`config.mk`:
```
export PLATFORM = sky130hd
export DESIGN_NAME = register_bank
export DESIGN_NICKNAME = d
export VERILOG_FILES = /design/src/rtl/register_bank_pkg.sv /design/src/rtl/bus_xfer_fsm.sv /design/src/rtl/register_bank.sv
export SDC_FILE = /design/constraint.sdc
export NUM_CORES = 1
export LEC_CHECK = 0
export CORE_MARGIN = 2
export CORE_UTILIZATION = 45
export CTS_BUF_LIST = sky130_fd_sc_hd__clkbuf_16
export DETAILED_ROUTE_END_ITERATION = 16
export HOLD_SLACK_MARGIN = 0.12
export SLEW_MARGIN = 15
export SYNTH_ARGS = -nofsm -noshare
export SYNTH_HDL_FRONTEND = slang
export SYNTH_SLANG_ARGS = --single-unit
```
`constraint.sdc`:
```
create_clock -name clk -period 4.3 [get_ports clk]
set_input_delay 0.86 -clock clk [delete_from_list [all_inputs] [get_ports clk]]
set_output_delay 0.86 -clock clk [all_outputs]
set_load 0.1 [all_outputs]
```
`src/rtl/register_bank_pkg.sv`:
```
// Shared types and defaults for the register bank and its transfer FSM.
// Also imported by the top level and LED logic for bank geometry.
package register_bank_pkg;

  localparam int DEF_WIDTH    = 16;
  localparam int DEF_NUM_REGS = 4;

  typedef enum logic [1:0] {
    IDLE,
    DRIVE,
    LOAD
  } xfer_state_e;

  // Highest priority first: xfer > latch > inc > dec
  localparam int PRIO_XFER  = 0;
  localparam int PRIO_LATCH = 1;
  localparam int PRIO_INC   = 2;
  localparam int PRIO_DEC   = 3;

  typedef enum logic [2:0] {
    OP_NONE,
    OP_XFER,
    OP_LATCH,
    OP_INC,
    OP_DEC
  } op_e;

endpackage

```
`src/rtl/bus_xfer_fsm.sv`:
```
// Two-cycle register-to-register transfer sequencer.
// Latches src/dst on start and walks IDLE -> DRIVE -> LOAD -> IDLE.
module bus_xfer_fsm
  import register_bank_pkg::*;
#(
  parameter int ADDR_W = 2
) (
  input  logic              clk,
  input  logic              reset,
  input  logic              start_i,
  input  logic [ADDR_W-1:0] src_i,
  input  logic [ADDR_W-1:0] dst_i,
  output logic [ADDR_W-1:0] src_o,
  output logic [ADDR_W-1:0] dst_o,
  output logic              busy_o,
  output logic              done_o,
  output logic              load_o
);

  xfer_state_e       state_q, state_d;
  logic [ADDR_W-1:0] src_q, dst_q;

  always_ff @(posedge clk) begin
    if (reset) begin
      state_q <= IDLE;
      src_q   <= '0;
      dst_q   <= '0;
    end else begin
      state_q <= state_d;
      if (state_q == IDLE && start_i) begin
        src_q <= src_i;
        dst_q <= dst_i;
      end
    end
  end

  always_comb begin
    state_d = state_q;
    unique case (state_q)
      IDLE:    if (start_i) state_d = DRIVE;
      DRIVE:   state_d = LOAD;
      LOAD:    state_d = IDLE;
      default: state_d = IDLE;
    endcase
  end

  always_comb begin
    busy_o = (state_q != IDLE);
    done_o = (state_q == LOAD);
    load_o = (state_q == LOAD);
  end

  assign src_o = src_q;
  assign dst_o = dst_q;

endmodule

```
`src/rtl/register_bank.sv`:
```
// Bank of NUM_REGS registers sharing one bus: load, drive, inc/dec,
// plus a sequenced register-to-register transfer over the bus.
module register_bank
  import register_bank_pkg::*;
#(
  parameter int               WIDTH     = DEF_WIDTH,
  parameter int               NUM_REGS  = DEF_NUM_REGS,
  parameter int               ADDR_W    = $clog2(NUM_REGS),
  parameter logic [WIDTH-1:0] RESET_VAL = '0
) (
  input  logic              clk,
  input  logic              reset,
  input  logic              latch,
  input  logic              enable,
  input  logic              inc,
  input  logic              dec,
  input  logic [ADDR_W-1:0] wr_sel,
  input  logic [ADDR_W-1:0] rd_sel,
  input  logic              xfer_start,
  input  logic [WIDTH-1:0]  bus_in,
  output logic [WIDTH-1:0]  bus_out,
  output logic              bus_oe,
  output logic [WIDTH-1:0]  reg_out,
  output logic              busy,
  output logic              done
);

  localparam logic [ADDR_W:0] SEL_LIM = (ADDR_W+1)'(NUM_REGS);

  logic [WIDTH-1:0]  reg_q [NUM_REGS];
  logic [WIDTH-1:0]  rd_val, src_val;
  logic [ADDR_W-1:0] x_src, x_dst;
  logic              rd_ok, wr_ok, start_ok;
  logic              f_busy, f_done, f_load;
  op_e               op;

  assign rd_ok = ({1'b0, rd_sel} < SEL_LIM);
  assign wr_ok = ({1'b0, wr_sel} < SEL_LIM);

  always_comb begin
    op = OP_NONE;
    priority case (1'b1)
      xfer_start: op = OP_XFER;
      latch:      op = OP_LATCH;
      inc:        op = OP_INC;
      dec:        op = OP_DEC;
      default:    op = OP_NONE;
    endcase
  end

  // Out-of-range endpoints make the whole transfer a no-op
  assign start_ok = !f_busy && (op == OP_XFER) && rd_ok && wr_ok;

  bus_xfer_fsm #(
    .ADDR_W(ADDR_W)
  ) u_fsm (
    .clk    (clk),
    .reset  (reset),
    .start_i(start_ok),
    .src_i  (rd_sel),
    .dst_i  (wr_sel),
    .src_o  (x_src),
    .dst_o  (x_dst),
    .busy_o (f_busy),
    .done_o (f_done),
    .load_o (f_load)
  );

  always_comb begin
    rd_val  = '0;
    src_val = '0;
    for (int i = 0; i < NUM_REGS; i++) begin
      if (rd_sel == ADDR_W'(i)) rd_val = reg_q[i];
      if (x_src == ADDR_W'(i)) src_val = reg_q[i];
    end
  end

  always_ff @(posedge clk) begin
    if (reset) begin
      for (int i = 0; i < NUM_REGS; i++) reg_q[i] <= RESET_VAL;
    end else if (f_load) begin
      for (int i = 0; i < NUM_REGS; i++)
        if (x_dst == ADDR_W'(i)) reg_q[i] <= src_val;
    end else if (!f_busy && wr_ok) begin
      for (int i = 0; i < NUM_REGS; i++) begin
        if (wr_sel == ADDR_W'(i)) begin
          unique case (op)
            OP_LATCH: reg_q[i] <= bus_in;
            OP_INC:   reg_q[i] <= reg_q[i] + WIDTH'(1);
            OP_DEC:   reg_q[i] <= reg_q[i] - WIDTH'(1);
            default:  ;
          endcase
        end
      end
    end
  end

  // Reset forces the bus quiet and hides a transfer being aborted
  always_comb begin
    busy    = f_busy && !reset;
    done    = f_done && !reset;
    reg_out = rd_val;
    bus_oe  = !reset && (f_busy || enable);
    bus_out = '0;
    if (!reset) begin
      if (f_busy)      bus_out = src_val;
      else if (enable) bus_out = rd_val;
    end
  end

endmodule

```
==> out/results.tsv <==
stage	metric	value	unit
timing	fraction of the cycle the final worst path needs	89.0	%
timing	Max Clk Rate	261	MHz
setup_path	cell type group with the largest total delay on the critical path	simple AND/OR/NAND/NOR gates	
synthesis	Post-Syn Area	7240	um^2
timing	max-slew violation count	0	
floorplan	die outline height	131	um
clock_tree	setup fix buffers added after clock tree synthesis	0	
synthesis	most used flip-flop cell after synthesis	sky130_fd_sc_hd__edfxtp_1	
layout	number of fillers in the final layout	1455	
status	result of the run	finished, final reports clean	
global_route	number of global-route vias before repair	7139	
synthesis	FFs w/ async S/R, synth	0	%
placement	placed cells	1076	
layout	antenna fix cells	0	
placement	gpl congestion	1.00	
clock_tree	TritonCTS clock tree	done	
clock_tree	register clock-pin slew on the reported worst setup and hold paths	0.06	ns
setup_path	WP data required	4.40	ns
setup_path	Crit path largest cell delay	0.54	ns
floorplan	die area	17100	um^2
layout	number of non-filler instances in the completed layout	1092	
setup_path	path type of the worst setup path	in -> reg	
timing	final-report hold violation count	0	
route	remaining routing DRC violations	0	
timing	actual transition at the worst max-transition pin	1.02	ns
timing	setup repair after global routing missed its margin	false	
global_route	antenna violations before repair	0	
route	violation count after the first detailed-routing iteration	969	
global_route	total congestion overflow after global routing	0	
floorplan	Die Wd	131	um
floorplan	Core Rows	46	
pwr	Internal Dissipation	0.00150	W
synthesis	most numerous cell in the Yosys netlist	sky130_fd_sc_hd__nand2_1	
layout	fraction of final layout cells with drive strength greater than 1	15.9	%
synthesis	synthesized area per cell	8.54	um^2
clock_tree	CTS buffer count	9	
clock_tree	CTS max path bufs	2	
synthesis	number of distinct library cells after synthesis	71	
route	mean number of vias per cell	6.85	
global_route	pin count of the biggest net entering global routing	21	
setup_path	largest fanout of any net on the critical path	10	
clock_tree	CTS Sinks	70	
layout	Area growth syn-to-layout	20.1	%
min_path	Worst Hold Class	reg -> reg	
pwr	fraction of power consumed by sequential logic	36.7	%
pwr	clock share of power	28.3	%
pwr	power per cell area	283	nW/um^2
global_route	all-layer global routing usage	33.5	%
synthesis	Post-synth EDFFs	64	
synthesis	proportion of synthesized chip area in sequential cells	28.2	%
pwr	worst supply voltage drop on vdd	187	uV
timing	setup-violating endpoint count in the final report	0	
synthesis	YS warnings	0	
placement	final HPWL from detailed placement	21.4	mm
synthesis	top-area cell type share of the netlist area	26.5	%
setup_path	most used cell, CP	sky130_fd_sc_hd__o21ai_0	
route	Routed WL	28.5	mm
placement	IO Port Bufs	61	
setup_path	crit path max-delay cell type	sky130_fd_sc_hd__clkdlybuf4s50_1	
setup_path	Worst Path Buf+Inv	1	
route	routed vias	7484	
floorplan	number of I/O pins	62	
synthesis	cell type with the largest total area after synthesis	sky130_fd_sc_hd__edfxtp_1	
synthesis	synthesis-stage register bit count	70	
timing	shortest period the worst path allows	3.83	ns
route	total iterations of the first detailed-routing run	6	
run	max_cap viols	0	
setup_path	critical path, cell by cell	clkdlybuf4s50_1, nor4b_2, and3_1, ha_1, a21oi_1, o21ai_0, a211o_1, o21ai_0, mux2i_1, nand3_1	
timing	worst clock skew	0.0129	ns
setup_path	Arrival @ worst endpoint	3.92	ns
synthesis	largest cells by area after synthesis	sky130_fd_sc_hd__edfxtp_1 (27%), sky130_fd_sc_hd__mux4_2 (9.3%), sky130_fd_sc_hd__nand2_1 (6.3%)	
pwr	proportion of total power due to net switching	39.1	%
clock_tree	Resize count post-CTS	0	
global_route	wire length of the first global-routing pass	42.1	mm
clock_tree	later-pin clock latency in the skew report	0.35	ns
setup_path	Worst setup SP type	input pin	
route	WL per Instance	26.1	um
pwr	Static Leak	3.13	nW
clock_tree	CTS root buf	sky130_fd_sc_hd__clkbuf_16	
timing	aggregate negative setup slack	0	ns
clock_tree	CTS hold repair buffers	0	
route	antenna viol nets, final	0	
synthesis	synthesized netlist net count	896	
setup_path	Setup crit end kind	flip-flop	
timing	relative max-transition margin	31.6	%
floorplan	Initial Util	45.7	%
pwr	switching power of the nets	0.000961	W
synthesis	top cell types by occurrence after synthesis	sky130_fd_sc_hd__nand2_1 (122), sky130_fd_sc_hd__a21oi_1 (77), sky130_fd_sc_hd__edfxtp_1 (64)	
layout	net total in the final layout	919	
floorplan	placeable core region	15800	um^2
clock_tree	level count of the clock H-tree	3	
synthesis	Synth Instances	848	
pwr	Combinational Power Share	35.0	%
## metrics by stage
stage	instance area (um^2)	hold slack [ns]	util, %	total power [W]	worst slack, ns
detailed placement	8430	0.565	53.3	0.00176	0.187
global route	8690	0.608	54.9	0.00253	0.262
finish	8690	0.581	54.9	0.00246	0.473
CTS	8690	0.573	54.9	0.00244	0.554
global placement	8430	0.557	53.3	0.00175	0.248
floorplan	7310	0.488	-	0.00143	0.0833
## worst paths after layout
kind / end / from / cells past startpoint / slack [ns]
max: reg_q[2][15] / latch / 10 / 0.47
min: u_fsm.state_q[1] / u_fsm.state_q[1] / 1 / 0.58
max reg2reg: reg_q[2][15] / u_fsm.state_q[0] / 9 / 1.13
min reg2reg: u_fsm.state_q[1] / u_fsm.state_q[1] / 1 / 0.58
## layout make-up
class / count / area, um^2 / share of cell area (%)
Clock buffer: 9 / 225 / 2.59
Clock inverter: 7 / 36.3 / 0.417
Inverter: 17 / 63.8 / 0.734
Multi-Input combinational cell: 680 / 4880 / 56.1
Sequential cell: 70 / 2040 / 23.5
Tap cell: 216 / 270 / 3.11
Timing Repair Buffer: 93 / 1180 / 13.5
## cell usage in the layout (no fill, tap or decap), drive strengths merged, types with 10 or more instances in the layout
master	count
nor3	26
and3	17
ha	20
buf	67
a222oi	10
a211oi	12
nand2	122
nand3	30
inv	20
nor2	53
nor4	11
clkdlybuf4s50	26
o21ai	44
xor2	37
a221oi	16
xnor2	43
a22oi	10
edfxtp	64
mux4	32
a21oi	77
## routing by layer
metal | global-route usage [%] | wire length [um] | up-vias
li1 | - | - | 3249
met1 | 45.3 | 11300 | 3676
met2 | 52.8 | 13100 | 485
met3 | 7.94 | 3270 | 74
met4 | 11.8 | 820 | 0
met5 | 0 | 0 | -
## power by group through the flow
stage | Clock, W | Sequential (W) | Combinational [W]
after floorplan | 0 | 0.000833 | 0.000600
after global placement | 0 | 0.000905 | 0.000844
after detailed placement | 0 | 0.000908 | 0.000847
after CTS | 0.000697 | 0.000894 | 0.000850
after global routing | 0.000726 | 0.000905 | 0.000896
final | 0.000695 | 0.000904 | 0.000862
## cell families (layout without fill, tap and decap cells)
| kind of cell | Yosys count | count (layout) | share of synthesized area [%] |
|---|---|---|---|
| AND/OR/NAND/NOR | 313 | 313 | 21.1 |
| buffers and inverters | 98 | 126 | 5.46 |
| adder cells (fa/ha/maj) | 21 | 21 | 3.73 |
| flip-flops | 70 | 70 | 28.2 |
| multiplexers | 36 | 36 | 10.6 |
| XOR/XNOR | 80 | 80 | 9.68 |
| AO/OA/AOI/OAI | 230 | 230 | 21.3 |
## registers in the layout (all words and copies together) (netlist names)
| name | count |
|---|---|
| u_fsm.src_o | 2 |
| u_fsm.dst_o | 2 |
| reg_q | 64 |
| u_fsm.state_q | 2 |
(Power assumes the default switching activity.)
